--- src/rtl/pipe_pkg.sv ---
// Shared types and constants for the pipeline-register chain.
// Slot indices name the classic five-stage boundaries; slots past MEM/WB are extra memory stages.
package pipe_pkg;

    localparam int unsigned SLOT_IFID  = 0;
    localparam int unsigned SLOT_IDEX  = 1;
    localparam int unsigned SLOT_EXMEM = 2;
    localparam int unsigned SLOT_MEMWB = 3;

    // Per-slot qualifier bits travelling alongside the register tags.
    typedef struct packed {
        logic rs1_use;
        logic rs2_use;
        logic rd_we;
        logic is_load;
    } slot_flags_t;

    localparam int unsigned FLAGS_W = $bits(slot_flags_t);

    localparam slot_flags_t FLAGS_BUBBLE = '{rs1_use: 1'b0, rs2_use: 1'b0, rd_we: 1'b0, is_load: 1'b0};

endpackage

--- src/rtl/pipe_chain_ctrl_slot.sv ---
// One pipeline slot register: bubble beats load, load beats hold.
// A bubble clears every field so an idle slot never carries stale tags.
module pipe_slot
    import pipe_pkg::*;
#(
    parameter int unsigned DATA_W = 64,
    parameter int unsigned RA_W   = 3
) (
    input  logic              clk,
    input  logic              rst,
    input  logic              load,
    input  logic              bubble,
    input  logic              next_valid,
    input  logic [DATA_W-1:0] next_payload,
    input  logic [RA_W-1:0]   next_rs1,
    input  logic [RA_W-1:0]   next_rs2,
    input  logic [RA_W-1:0]   next_rd,
    input  slot_flags_t       next_flags,
    output logic              valid,
    output logic [DATA_W-1:0] payload,
    output logic [RA_W-1:0]   rs1,
    output logic [RA_W-1:0]   rs2,
    output logic [RA_W-1:0]   rd,
    output slot_flags_t       flags
);

    always_ff @(posedge clk or posedge rst) begin
        if (rst) begin
            valid   <= 1'b0;
            payload <= '0;
            rs1     <= '0;
            rs2     <= '0;
            rd      <= '0;
            flags   <= FLAGS_BUBBLE;
        end else if (bubble) begin
            valid   <= 1'b0;
            payload <= '0;
            rs1     <= '0;
            rs2     <= '0;
            rd      <= '0;
            flags   <= FLAGS_BUBBLE;
        end else if (load) begin
            valid   <= next_valid;
            payload <= next_payload;
            rs1     <= next_rs1;
            rs2     <= next_rs2;
            rd      <= next_rd;
            flags   <= next_flags;
        end
    end

endmodule

--- src/rtl/pipe_chain_ctrl.sv ---
// Parametrised IF/ID..MEM/WB register chain with load-use interlock,
// per-slot flush, EX-operand forwarding-source selection and a stall counter.
module pipe_chain_ctrl
    import pipe_pkg::*;
#(
    parameter int unsigned DATA_W         = 64,
    parameter int unsigned NUM_STAGES     = 4,
    parameter int unsigned RA_W           = 3,
    parameter int unsigned LOAD_RDY_STAGE = 3,
    localparam int unsigned SEL_W         = $clog2(NUM_STAGES)
) (
    input  logic                         clk,
    input  logic                         rst,
    input  logic                         in_valid,
    input  logic [DATA_W-1:0]            in_payload,
    input  logic [RA_W-1:0]              in_rs1,
    input  logic [RA_W-1:0]              in_rs2,
    input  logic [RA_W-1:0]              in_rd,
    input  logic                         in_rs1_use,
    input  logic                         in_rs2_use,
    input  logic                         in_rd_we,
    input  logic                         in_is_load,
    input  logic                         freeze,
    input  logic [NUM_STAGES-1:0]        flush_mask,
    output logic                         in_ready,
    output logic [NUM_STAGES-1:0]        stage_valid,
    output logic [NUM_STAGES*DATA_W-1:0] stage_payload,
    output logic [NUM_STAGES*RA_W-1:0]   stage_rd,
    output logic [NUM_STAGES-1:0]        stage_rd_we,
    output logic                         load_use_stall,
    output logic                         fwd_a_hit,
    output logic                         fwd_b_hit,
    output logic [SEL_W-1:0]             fwd_a_src,
    output logic [SEL_W-1:0]             fwd_b_src,
    output logic [15:0]                  stall_cnt
);

    localparam logic [15:0] CNT_MAX = 16'hFFFF;

    logic [NUM_STAGES-1:0] s_valid;
    logic [DATA_W-1:0]     s_payload [NUM_STAGES];
    logic [RA_W-1:0]       s_rs1     [NUM_STAGES];
    logic [RA_W-1:0]       s_rs2     [NUM_STAGES];
    logic [RA_W-1:0]       s_rd      [NUM_STAGES];
    slot_flags_t           s_flags   [NUM_STAGES];

    logic [NUM_STAGES-1:0] nxt_valid;
    logic [DATA_W-1:0]     nxt_payload [NUM_STAGES];
    logic [RA_W-1:0]       nxt_rs1     [NUM_STAGES];
    logic [RA_W-1:0]       nxt_rs2     [NUM_STAGES];
    logic [RA_W-1:0]       nxt_rd      [NUM_STAGES];
    slot_flags_t           nxt_flags   [NUM_STAGES];

    logic [NUM_STAGES-1:0] slot_load;
    logic [NUM_STAGES-1:0] slot_bubble;

    logic [DATA_W-1:0] entry_payload;
    logic [RA_W-1:0]   entry_rs1;
    logic [RA_W-1:0]   entry_rs2;
    logic [RA_W-1:0]   entry_rd;
    slot_flags_t       entry_flags;

    logic haz_a;
    logic haz_b;

    // An empty fetch enters slot 0 as a clean bubble rather than stray tags.
    always_comb begin
        entry_payload = '0;
        entry_rs1     = '0;
        entry_rs2     = '0;
        entry_rd      = '0;
        entry_flags   = FLAGS_BUBBLE;
        if (in_valid) begin
            entry_payload = in_payload;
            entry_rs1     = in_rs1;
            entry_rs2     = in_rs2;
            entry_rd      = in_rd;
            entry_flags   = '{rs1_use: in_rs1_use, rs2_use: in_rs2_use,
                              rd_we: in_rd_we, is_load: in_is_load};
        end
    end

    // Youngest writer decides; only a not-yet-ready load creates a hazard.
    always_comb begin
        haz_a = 1'b0;
        haz_b = 1'b0;
        for (int j = int'(NUM_STAGES) - 1; j >= int'(SLOT_IDEX); j--) begin
            if (s_valid[j] && s_flags[j].rd_we) begin
                if (s_rd[j] == s_rs1[SLOT_IFID]) begin
                    haz_a = s_flags[j].is_load && (j < int'(LOAD_RDY_STAGE) - 1);
                end
                if (s_rd[j] == s_rs2[SLOT_IFID]) begin
                    haz_b = s_flags[j].is_load && (j < int'(LOAD_RDY_STAGE) - 1);
                end
            end
        end
    end

    assign load_use_stall = s_valid[SLOT_IFID] &&
                            ((s_flags[SLOT_IFID].rs1_use && haz_a) ||
                             (s_flags[SLOT_IFID].rs2_use && haz_b));

    assign in_ready = !freeze && !load_use_stall;

    // Forwarding for the ID/EX operands; iterate oldest-first so the youngest match wins.
    always_comb begin
        fwd_a_hit = 1'b0;
        fwd_a_src = '0;
        fwd_b_hit = 1'b0;
        fwd_b_src = '0;
        for (int j = int'(NUM_STAGES) - 1; j >= int'(SLOT_EXMEM); j--) begin
            if (s_valid[SLOT_IDEX] && s_valid[j] && s_flags[j].rd_we) begin
                if (s_flags[SLOT_IDEX].rs1_use && (s_rd[j] == s_rs1[SLOT_IDEX])) begin
                    fwd_a_hit = 1'b1;
                    fwd_a_src = SEL_W'(j);
                end
                if (s_flags[SLOT_IDEX].rs2_use && (s_rd[j] == s_rs2[SLOT_IDEX])) begin
                    fwd_b_hit = 1'b1;
                    fwd_b_src = SEL_W'(j);
                end
            end
        end
    end

    // Freeze holds everything; a stall holds IF/ID and bubbles ID/EX; flush wins over all.
    always_comb begin
        slot_load   = '0;
        slot_bubble = flush_mask;
        if (!freeze) begin
            slot_load = {NUM_STAGES{1'b1}};
            if (load_use_stall) begin
                slot_load[SLOT_IFID]   = 1'b0;
                slot_bubble[SLOT_IDEX] = 1'b1;
            end
        end
    end

    for (genvar k = 0; k < NUM_STAGES; k++) begin : g_slot
        if (k == 0) begin : g_entry
            assign nxt_valid[k]   = in_valid;
            assign nxt_payload[k] = entry_payload;
            assign nxt_rs1[k]     = entry_rs1;
            assign nxt_rs2[k]     = entry_rs2;
            assign nxt_rd[k]      = entry_rd;
            assign nxt_flags[k]   = entry_flags;
        end else begin : g_chain
            assign nxt_valid[k]   = s_valid[k-1];
            assign nxt_payload[k] = s_payload[k-1];
            assign nxt_rs1[k]     = s_rs1[k-1];
            assign nxt_rs2[k]     = s_rs2[k-1];
            assign nxt_rd[k]      = s_rd[k-1];
            assign nxt_flags[k]   = s_flags[k-1];
        end

        pipe_slot #(
            .DATA_W (DATA_W),
            .RA_W   (RA_W)
        ) u_slot (
            .clk          (clk),
            .rst          (rst),
            .load         (slot_load[k]),
            .bubble       (slot_bubble[k]),
            .next_valid   (nxt_valid[k]),
            .next_payload (nxt_payload[k]),
            .next_rs1     (nxt_rs1[k]),
            .next_rs2     (nxt_rs2[k]),
            .next_rd      (nxt_rd[k]),
            .next_flags   (nxt_flags[k]),
            .valid        (s_valid[k]),
            .payload      (s_payload[k]),
            .rs1          (s_rs1[k]),
            .rs2          (s_rs2[k]),
            .rd           (s_rd[k]),
            .flags        (s_flags[k])
        );

        assign stage_payload[k*DATA_W +: DATA_W] = s_payload[k];
        assign stage_rd[k*RA_W +: RA_W]          = s_rd[k];
        assign stage_rd_we[k]                    = s_valid[k] && s_flags[k].rd_we;
    end

    assign stage_valid = s_valid;

    // Counts only cycles the interlock actually costs, i.e. not while frozen.
    always_ff @(posedge clk or posedge rst) begin
        if (rst) begin
            stall_cnt <= '0;
        end else if (load_use_stall && !freeze && (stall_cnt != CNT_MAX)) begin
            stall_cnt <= stall_cnt + 16'd1;
        end
    end

endmodule
--- config.mk ---
export PLATFORM = sky130hd
export DESIGN_NAME = pipe_chain_ctrl
export DESIGN_NICKNAME = d
export VERILOG_FILES = /design/src/rtl/pipe_pkg.sv /design/src/rtl/pipe_chain_ctrl_slot.sv /design/src/rtl/pipe_chain_ctrl.sv
export SDC_FILE = /design/constraint.sdc
export NUM_CORES = 1
export LEC_CHECK = 0
export CAP_MARGIN = 25
export CORE_MARGIN = 2
export CORE_UTILIZATION = 47
export CTS_CLUSTER_DIAMETER = 150
export CTS_CLUSTER_SIZE = 28
export DETAILED_ROUTE_END_ITERATION = 10
export HOLD_SLACK_MARGIN = 0.15
export PLACE_DENSITY = 0.82
export REMOVE_ABC_BUFFERS = 1
export SLEW_MARGIN = 40
export SYNTH_ARGS = -nofsm -noshare
export SYNTH_HDL_FRONTEND = slang
export SYNTH_SLANG_ARGS = --single-unit
--- constraint.sdc ---
create_clock -name clk -period 13.93 [get_ports clk]
set_input_delay 3.4825 -clock clk [delete_from_list [all_inputs] [get_ports clk]]
set_output_delay 3.4825 -clock clk [all_outputs]
set_load 0.005 [all_outputs]
==> results of run 1 <==
[cells in the mapped netlist]
cell,n,area (um^2)
nand4_2,1,12.5
inv_1,5,18.8
mux2_4,1,15.0
nor4_1,3,18.8
or3_4,1,11.3
clkbuf_1,84,315
nand3b_1,79,593
buf_1,1,3.75
o21ai_0,77,385
nor4_2,8,100
buf_2,31,155
and2_2,1,7.51
inv_2,1,3.75
nand2b_1,3,18.8
nor3_2,1,10.0
a21bo_2,2,20.0
nor2_1,142,533
nor4b_2,3,45.0
nand4b_1,77,674
a21o_1,1,7.51
xnor2_1,14,123
buf_4,7,52.6
nand3_1,8,40.0
a21oi_1,158,791
and3_1,1,6.26
and2_1,1,6.26
mux2_2,2,22.5
xor2_1,17,149
dfrtp_1,310,7760
ha_1,1,12.5
nand4_1,2,12.5
nor3_1,4,20.0
mux2i_1,139,1390
nand2_1,91,342
buf_6,4,45.0
[worst paths after layout]
kind	start	endpoint	slack [ns]	cells after the start
min in group asynchronous	rst	g_slot[1].u_slot.payload[8]$_DFFE_PP0P_	3.43	2
worst max-delay path	freeze	in_ready	5.77	3
worst min register to register	stall_cnt[7]$_DFFE_PP0P_	stall_cnt[7]$_DFFE_PP0P_	0.50	1
worst max register to register	g_slot[1].u_slot.rd[0]$_DFFE_PP0P_	g_slot[0].u_slot.rd[1]$_DFFE_PP0P_	11.02	7
max in group asynchronous	rst	g_slot[0].u_slot.rd[1]$_DFFE_PP0P_	9.23	3
worst min-delay path	stall_cnt[7]$_DFFE_PP0P_	stall_cnt[7]$_DFFE_PP0P_	0.50	1
[power groups by stage]
stage / combinational [mW] / clock, mW / sequential [mW]
4_1_cts: 0.159 / 0.502 / 0.927
2_1_floorplan: 0.0491 / 0 / 0.944
6_report: 0.158 / 0.488 / 0.927
3_3_place_gp: 0.155 / 0 / 0.944
3_5_place_dp: 0.158 / 0 / 0.945
5_1_grt: 0.171 / 0.528 / 0.930
[layout make-up]
type | instances | area (um^2)
repair buffers | 400 | 4010
clock inverters | 1 | 30.0
fillers | 2310 | 10600
well taps | 384 | 480
flip-flops and latches | 310 | 7760
inverters | 6 | 35.0
diodes | 1 | 2.50
clock buffers | 15 | 375
multi-input cells | 838 | 5380
[stage by stage]
stage / hold WS [ns] / instances / total power [mW] / worst slack [ns] / area [um^2]
global route: 0.534 / 1955 / 1.63 / 5.74 / 18100
floorplan: 0.484 / 1154 / 0.993 / 1.87 / 13100
global placement: 0.488 / 1936 / 1.10 / 5.85 / 17600
detailed placement: 0.488 / 1937 / 1.10 / 5.79 / 17600
CTS: 0.503 / 1953 / 1.59 / 5.79 / 18000
finish: 0.501 / 1955 / 1.57 / 5.77 / 18100
[registers in the layout, summed over array words and instances, names as in the netlist]
signal	cells
g_slot.u_slot.payload	256
stall_cnt	16
g_slot.u_slot.rd	12
g_slot.u_slot.flags	10
g_slot.u_slot.rs1	6
g_slot.u_slot.rs2	6
g_slot.u_slot.valid	4
[logic make-up after synthesis]
group | after synthesis
buf+inv | 133
mux | 142
xor+xnor | 31
compound gates | 238
simple gates | 426
flops | 310
fa+ha+maj | 1
[critical path, stage by stage]
cell and delay, ns:
buf_8 0.50, nor2_1 0.13, clkdlybuf4s50_1 0.50
[metal layers]
metal | vias to the layer above | global-route usage | share of wire
met2 | 357 | 0.387 | 0.48
met1 | 5492 | 0.322 | 0.42
li1 | 5001 | - | -
met4 | 2 | 0.0986 | 0.047
met3 | 92 | 0.0435 | 0.056
met5 | - | 0 | 0.00034
[cells in the final DEF, fill, tap and decap left out, types with 2 or more instances in the layout]
cell type,netlist,routed
xnor2_1,14,14
a21oi_1,158,158
buf_4,7,5
clkbuf_16,0,15
dfrtp_1,310,310
o21ai_0,77,77
nor4_1,3,3
buf_12,0,2
mux2_2,2,2
clkdlybuf4s50_1,0,378
nor4b_2,3,3
nand3_1,8,8
nand4_1,2,2
nand3b_1,79,79
buf_6,4,8
mux2i_1,139,139
inv_1,5,4
nand4b_1,77,77
xor2_1,17,17
nor2_1,142,142
nand2_1,91,91
nor3_1,4,4
nor4_2,8,8
a21bo_2,2,2
nand2b_1,3,3
buf_2,31,5
==> out/qor.csv, run 1 <==
stage;metric;value;unit
setup_path;Critical Path End Type;primary output;
logic_synthesis;synth unique cells;35;
logic_synthesis;mapped cell area;13700;um^2
sta;Hold Vio Cnt, Final;0;
hold_path;Hold Crit Class;reg -> reg;
sta;Setup TNS Final;0;ns
pwr;Net Sw Frac;0.244;
clocking;Root Driver;clkbuf_16;
pwr;power share of the sequential group;0.590;
clocking;# hold bufs at CTS;0;
route;Routed WL;38100;um
route;starting DRC count in detailed routing;898;
pwr;P_sw;0.384;mW
logic_synthesis;register area share after synthesis;0.565;
clocking;Worst-Skew Late Latency;0.51;ns
outcome;outcome;complete, no violations;
placed_design;IO buf count;384;
grt;GRT Total Usage;0.240;
route;Wirelength per Cell;19.5;um
floorplanning;die area;30600;um^2
sta;Finish-stage setup viols;0;
sta;unrepaired setup endpoints after global routing;no;
sta;Final period util;0.586;
placed_design;HPWL after DPL;23900;um
grt;grt total ovfl;0;
logic_synthesis;post-synthesis simple-gate area fraction;0.179;
logic_synthesis;Syn Area/Cell;10.7;um^2
sta;Worst-Margin Slew;0.807;ns
floorplanning;Std-Cell Rows;62;
floorplanning;Die Span X;175;um
floorplanning;Die H;175;um
route;vias;10900;
flow_run;Max Cap Viol;0;
pwr;combinational power share;0.100;
clocking;# Post-CTS Setup Buffers;0;
route;Vias/cell;5.60;
sta;Clock Skews;0.0443;ns
cells_and_area;fin nets;1657;
setup_path;Worst Path Arrival;4.68;ns
clocking;post-CTS sizing;0;
clocking;cts bufs inserted;15;
grt;vias in the first global route;10500;
logic_synthesis;complex-gate fraction of the synthesized area;0.0877;
logic_synthesis;post-synthesis mux area share;0.104;
sta;fmax;122;MHz
floorplanning;I/O pin cnt;385;
logic_synthesis;Seq cells post-synth;310;
route;Detail Route Antenna Nets;0;
cells_and_area;Area Overhead vs Synth;31.6;%
logic_synthesis;Synth Area in Adders;0.000912;
clocking;CTS Sinks;310;
logic_synthesis;Post-Synth XOR/XNOR Area;0.0198;
clocking;CTS tree;done;
logic_synthesis;largest family of logic cells by synthesized area;simple AND/OR/NAND/NOR gates;
setup_path;critical path required time;10.45;ns
logic_synthesis;Syn Inst Count;1281;
sta;max-slew violations;0;
pwr;LEAKAGE;7.74;nW
setup_path;CP Launch Type;input pin;
sta;normalized max-slew margin;0.462;
pwr;Pint;1.19;mW
clocking;Worst-path clk slew;0.11;ns
clocking;H-tree depth;1;
cells_and_area;post-layout util;0.629;
setup_path;CP max FO;99;
pwr;part of the power in the clock network;0.310;
pwr;largest vdd supply drop;0.0000961;V
logic_synthesis;yosys warns;0;
route;DRC violation count after routing;0;
route;DR pass1 iterations;6;
grt;largest net degree at the start of global routing;115;
cells_and_area;share of cells above drive strength 1;0.0389;
setup_path;critical path class;in -> out;
pwr;cell area power density;87.1;nW/um^2
floorplanning;Core Box Area;28700;um^2
placed_design;RD Place Congestion;0.807;
sta;post-layout min period;8.16;ns
grt;initial antenna violation count;2;
grt;first-pass GRT wire length;59300;um
floorplanning;Starting Density;0.478;
clocking;Clock Tree Buf Depth;3;
Power figures use the tool's default switching activity.
==> run 2: changes to the inputs <==
Settings changed: CORE_UTILIZATION 47 to 44, PLACE_DENSITY 0.82 to 0.8.
Clock period 13.93 ns to 7 ns, I/O delays scaled along.
==> run 2 against run 1 <==
Non-clock buffer count unchanged. Highest routed layer is now met4. Sequential power is 100% higher. Die area up 6.7%. Final area is 0.17% higher. First-iteration DRC count decreased by 0.33%. Critical path depth is 2 higher. Combinational power is 99% higher. Worst setup slack lost 3.4 ns. Count of clock-buffer cells in the layout stayed put. Via count is 0.90% higher. Largest power group unchanged. Routed wire length up 0.94%. Global-route usage decreased by 1.2 points.
==> out/qor.csv, run 2 (synthesis results as in run 1) <==
stage;metric;value;unit
outcome;outcome;complete, no violations;
cells_and_area;share of cells above drive strength 1;0.0395;
sta;Setup TNS Final;0;ns
setup_path;Buf/Inv on CP;2;
clocking;post-CTS sizing;0;
route;DRC violation count after routing;0;
grt;largest net degree at the start of global routing;133;
hold_path;Hold Crit Class;reg -> reg;
route;DR pass1 iterations;5;
route;vias;11000;
clocking;CTS Sinks;310;
sta;post-layout min period;4.68;ns
grt;initial antenna violation count;1;
setup_path;crit-path cells;xnor2_1 > nand4_1 > a21o_4 > inv_2 > clkdlybuf4s50_1;
grt;GRT Total Usage;0.228;
clocking;# Post-CTS Setup Buffers;0;
clocking;cts bufs inserted;15;
sta;Hold Vio Cnt, Final;0;
floorplanning;Std-Cell Rows;64;
cells_and_area;Area Overhead vs Synth;31.9;%
clocking;Clock Tree Buf Depth;3;
route;Wirelength per Cell;19.5;um
floorplanning;Starting Density;0.447;
clocking;CTS tree;done;
route;starting DRC count in detailed routing;895;
setup_path;Critical Path End Type;primary output;
hold_path;hold path depth;1;
setup_path;CP max FO;36;
cells_and_area;most frequent cells in the layout;clkdlybuf4s50_1 (378), dfrtp_1 (310), a21oi_1 (158);
grt;first-pass GRT wire length;61100;um
flow_run;Max Cap Viol;0;
setup_path;Reg2Reg Depth;7;
placed_design;placed cell area;17700;um^2
cells_and_area;most common cell after layout, fill and taps aside;clkdlybuf4s50_1;
sta;Worst-Margin Slew;0.773;ns
pwr;LEAKAGE;7.75;nW
setup_path;Worst Path Arrival;2.93;ns
pwr;largest vdd supply drop;0.000163;V
sta;Final period util;0.668;
cells_and_area;fin nets;1657;
sta;fmax;214;MHz
cells_and_area;Regs by FF count;g_slot.u_slot.payload: 256 flops, stall_cnt: 16 flops, g_slot.u_slot.rd: 12 flops;
setup_path;Levels on crit path;5;
setup_path;max incr delay on CP;0.65;ns
setup_path;crit-path leading delay family;buffers and inverters;
route;Routed WL;38400;um
cells_and_area;number of flip-flops in the largest register;256;
floorplanning;Die H;181;um
pwr;cell area power density;174;nW/um^2
setup_path;critical path required time;5.25;ns
placed_design;HPWL after DPL;24300;um
floorplanning;Core Box Area;30700;um^2
floorplanning;Die Span X;181;um
cells_and_area;Layout fillers;2527;
setup_path;CP Launch Type;flip-flop;
sta;Finish-stage setup viols;0;
sta;normalized max-slew margin;0.484;
clocking;Root Driver;clkbuf_16;
placed_design;RD Place Congestion;0.847;
cells_and_area;Most flops, register;g_slot.u_slot.payload;
clocking;Worst-Skew Late Latency;0.52;ns
cells_and_area;post-layout util;0.590;
route;Detail Route Antenna Nets;0;
clocking;# hold bufs at CTS;0;
route;Vias/cell;5.61;
floorplanning;die area;32600;um^2
placed_design;IO buf count;384;
setup_path;critical path class;reg -> out;
grt;vias in the first global route;10900;
sta;unrepaired setup endpoints after global routing;no;
clocking;H-tree depth;1;
setup_path;critical path's slowest cell;clkdlybuf4s50_1;
sta;Clock Skews;0.0380;ns
floorplanning;I/O pin cnt;385;
sta;max-slew violations;0;
clocking;Worst-path clk slew;0.11;ns
grt;grt total ovfl;0;
cells_and_area;final instance area;18100;um^2
setup_path;reg-to-reg slack, setup;4.02;ns
run 2: changes by cell type in the layout (fill, tap and decap cells not counted):
cell | before | now
buf_12 | 2 | 3
inv_6 | 0 | 1
clkinv_8 | 1 | 0
clkbuf_8 | 1 | 0
inv_12 | 0 | 1
run 2: metrics by stage:
step / power, mW / setup slack, ns / std cells / hold slack [ns]
after floorplan: 1.98 / -3.32 / 1154 / 0.484
after global placement: 2.19 / 2.41 / 1948 / 0.497
after detailed placement: 2.20 / 2.43 / 1950 / 0.496
after CTS: 3.18 / 2.30 / 1967 / 0.511
after global routing: 3.26 / 2.16 / 1968 / 0.540
final: 3.14 / 2.32 / 1968 / 0.506
run 2: worst paths after layout:
check,endpoint,from
worst min register to register,stall_cnt[7]$_DFFE_PP0P_,stall_cnt[7]$_DFFE_PP0P_
max in group asynchronous,g_slot[2].u_slot.payload[62]$_DFFE_PP0P_,rst
min in group asynchronous,g_slot[2].u_slot.payload[5]$_DFFE_PP0P_,rst
worst max register to register,stall_cnt[14]$_DFFE_PP0P_,g_slot[1].u_slot.rd[0]$_DFFE_PP0P_
worst min-delay path,stall_cnt[7]$_DFFE_PP0P_,stall_cnt[7]$_DFFE_PP0P_
worst max-delay path,load_use_stall,g_slot[1].u_slot.rd[0]$_DFFE_PP0P_
run 2: final cells by class:
class | count | area [um^2] | share of cell area
Antenna cell | 1 | 2.50 | 0.000138
Clock buffer | 15 | 375 | 0.0207
Clock inverter | 2 | 38.8 | 0.00214
Inverter | 6 | 35.0 | 0.00194
Multi-Input combinational cell | 838 | 5380 | 0.297
Sequential cell | 310 | 7760 | 0.429
Tap cell | 396 | 495 | 0.0274
Timing Repair Buffer | 400 | 4010 | 0.222
run 2: per-layer routing:
layer  up-vias  routed length (um)  GRT usage
met5         -                   0          0
met1      5579               15900      0.304
met4         0                 978     0.0642
met2       406               19300      0.388
li1       5003                   -          -
met3        54                2340     0.0364
run 2: power breakdown:
| part | leakage (nW) | internal (mW) | switching (mW) |
|---|---|---|---|
| sequential | 4.29 | 1.82 | 0.0261 |
| combinational | 3.26 | 0.148 | 0.167 |
| clock | 0.201 | 0.401 | 0.578 |
==> run 3: changes to the inputs <==
Clock period 7 ns to 3.94 ns, I/O delays scaled along.
==> run 3 against run 2 <==
Hold slack lost 0.0016 ns. Sequential share of layout area decreased by 0.35 points. Highest routed layer unchanged. Routed wire length rose by 1.5%. Final area up 0.82%. Critical endpoint is now in_ready. Worst setup slack got worse by 1.8 ns. Clock skew down 0.0063 ns. First-iteration DRC count did not move. Global-route usage is 0.34 points higher. Sequential power increased by 77%. Critical path type unchanged.
==> out/qor.csv, run 3 (synthesis results as in run 1) <==
stage;metric;value;unit
outcome;outcome;complete, no violations;
route;starting DRC count in detailed routing;895;
cells_and_area;register area;7760;um^2
sta;Final period util;0.855;
floorplanning;die area;32600;um^2
clocking;H-tree depth;1;
floorplanning;I/O pin cnt;385;
floorplanning;Starting Density;0.447;
route;Vias/cell;5.55;
grt;vias in the first global route;11000;
cells_and_area;Multi-input gate area;5380;um^2
setup_path;crit-path leading delay family;simple AND/OR/NAND/NOR gates;
setup_path;critical path's slowest cell;clkdlybuf4s50_1;
cells_and_area;Most flops, register;g_slot.u_slot.payload;
setup_path;Critical Path End Type;primary output;
hold_path;Hold Path Sink;stall_cnt[7]$_DFFE_PP0P_;
clocking;# Post-CTS Setup Buffers;0;
setup_path;Reg2Reg Depth;7;
clocking;post-CTS sizing;0;
flow_run;Max Cap Viol;0;
pwr;cell area power density;307;nW/um^2
route;Met2 Routed Length;18800;um
cells_and_area;fin nets;1665;
placed_design;IO buf count;384;
pwr;largest vdd supply drop;0.000242;V
setup_path;critical path required time;2.95;ns
sta;fmax;297;MHz
placed_design;placed cell area;17800;um^2
hold_path;Hold Crit Class;reg -> reg;
setup_path;CP max FO;6;
setup_path;critical path class;reg -> out;
grt;first-pass GRT wire length;61900;um
sta;max-slew violations;0;
clocking;Root Driver;clkbuf_16;
sta;Setup TNS Final;0;ns
pwr;LEAKAGE;7.82;nW
grt;largest net degree at the start of global routing;124;
setup_path;CP Launch Type;flip-flop;
grt;GRT Total Usage;0.232;
floorplanning;Core Box Area;30700;um^2
route;Met3 Wirelength;2740;um
placed_design;RD Place Congestion;0.819;
grt;initial antenna violation count;4;
cells_and_area;share of cells above drive strength 1;0.0443;
floorplanning;Die H;181;um
hold_path;hold path depth;1;
sta;Finish-stage setup viols;0;
setup_path;reg-to-reg slack, setup;1.28;ns
clocking;CTS Sinks;310;
route;Detail Route Antenna Nets;0;
clocking;CTS tree;done;
clocking;cts bufs inserted;15;
grt;grt total ovfl;0;
route;wl on met1;16100;um
floorplanning;Die Span X;181;um
placed_design;HPWL after DPL;25900;um
clocking;Worst-path clk slew;0.11;ns
setup_path;worst r2r dst;g_slot[0].u_slot.payload[63]$_DFFE_PP0P_;
route;Routed WL;39000;um
setup_path;crit-path cells;and2_2 > nand3_1 > a21o_4 > inv_2 > nor2_1 > clkdlybuf4s50_1;
route;DRC violation count after routing;0;
sta;unrepaired setup endpoints after global routing;no;
floorplanning;Std-Cell Rows;64;
setup_path;RR Startpoint;g_slot[1].u_slot.valid$_DFFE_PP0P_;
sta;Worst-Margin Slew;0.863;ns
cells_and_area;Layout fillers;2573;
clocking;# hold bufs at CTS;0;
sta;normalized max-slew margin;0.425;
setup_path;max incr delay on CP;0.58;ns
route;top layer in use;met4;
route;Wirelength per Cell;19.7;um
route;vias;11000;
clocking;Worst-Skew Late Latency;0.51;ns
cells_and_area;most common cell after layout, fill and taps aside;clkdlybuf4s50_1;
cells_and_area;Regs by FF count;g_slot.u_slot.payload: 256 flops, stall_cnt: 16 flops, g_slot.u_slot.rd: 12 flops;
cells_and_area;number of flip-flops in the largest register;256;
cells_and_area;final instance area;18200;um^2
route;DR pass1 iterations;5;
cells_and_area;Area Overhead vs Synth;33.0;%
sta;Clock Skews;0.0317;ns
sta;post-layout min period;3.37;ns
cells_and_area;post-layout util;0.595;
setup_path;Buf/Inv on CP;2;
sta;Hold Vio Cnt, Final;0;
clocking;Clock Tree Buf Depth;3;
hold_path;min-delay src;stall_cnt[7]$_DFFE_PP0P_;
setup_path;Worst Path Arrival;2.38;ns
cells_and_area;most frequent cells in the layout;clkdlybuf4s50_1 (378), dfrtp_1 (310), a21oi_1 (158);
## run 3: worst reg2reg max path: cells and delay by family, from the launching register on
family | cells | cell delay, ns
buffers and inverters | 2 | 1.20
AND/OR/NAND/NOR | 3 | 0.61
flip-flops | 1 | 0.46
AO/OA/AOI/OAI | 2 | 0.32
## run 3: layout make-up
| type | count | area share |
|---|---|---|
| inverter | 6 | 0.00165 |
| clock buffer | 15 | 0.0206 |
| clock inverter | 2 | 0.00213 |
| antenna | 3 | 0.000412 |
| tap | 396 | 0.0272 |
| timing repair buffer | 408 | 0.228 |
| sequential | 310 | 0.425 |
| multi-input combinational | 838 | 0.295 |
## run 3: worst max-delay path by stage
stage,from,end,slack [ns],cells past startpoint
floorplan,rst,g_slot[0].u_slot.flags[0]$_DFFE_PP0P_,-5.62,1
global placement,freeze,in_ready,0.87,3
detailed placement,freeze,in_ready,0.87,3
CTS,g_slot[1].u_slot.valid$_DFFE_PP0P_,in_ready,0.48,6
global route,g_slot[1].u_slot.valid$_DFFE_PP0P_,in_ready,0.36,6
finish,g_slot[1].u_slot.valid$_DFFE_PP0P_,in_ready,0.57,6
## run 3: power breakdown
part | total (mW) | internal (mW) | switching (mW)
sequential | 3.28 | 3.23 | 0.0483
combinational | 0.579 | 0.277 | 0.302
clock | 1.73 | 0.712 | 1.02
total | 5.59 | 4.22 | 1.37
## run 3: routing by layer
layer | track usage | vias to the layer above
li1 | - | 5021
met1 | 0.311 | 5453
met2 | 0.381 | 428
met3 | 0.0394 | 78
met4 | 0.0819 | 0
met5 | 0 | -
## run 3: per-stage QoR
| step | total power, mW | hold WS [ns] | setup WS (ns) | cells |
|---|---|---|---|---|
| after floorplan | 3.51 | 0.484 | -5.62 | 1154 |
| after global placement | 3.91 | 0.494 | 0.866 | 1956 |
| after detailed placement | 3.92 | 0.495 | 0.871 | 1958 |
| after CTS | 5.65 | 0.513 | 0.477 | 1975 |
| after global routing | 5.79 | 0.524 | 0.361 | 1978 |
| final | 5.59 | 0.504 | 0.571 | 1978 |
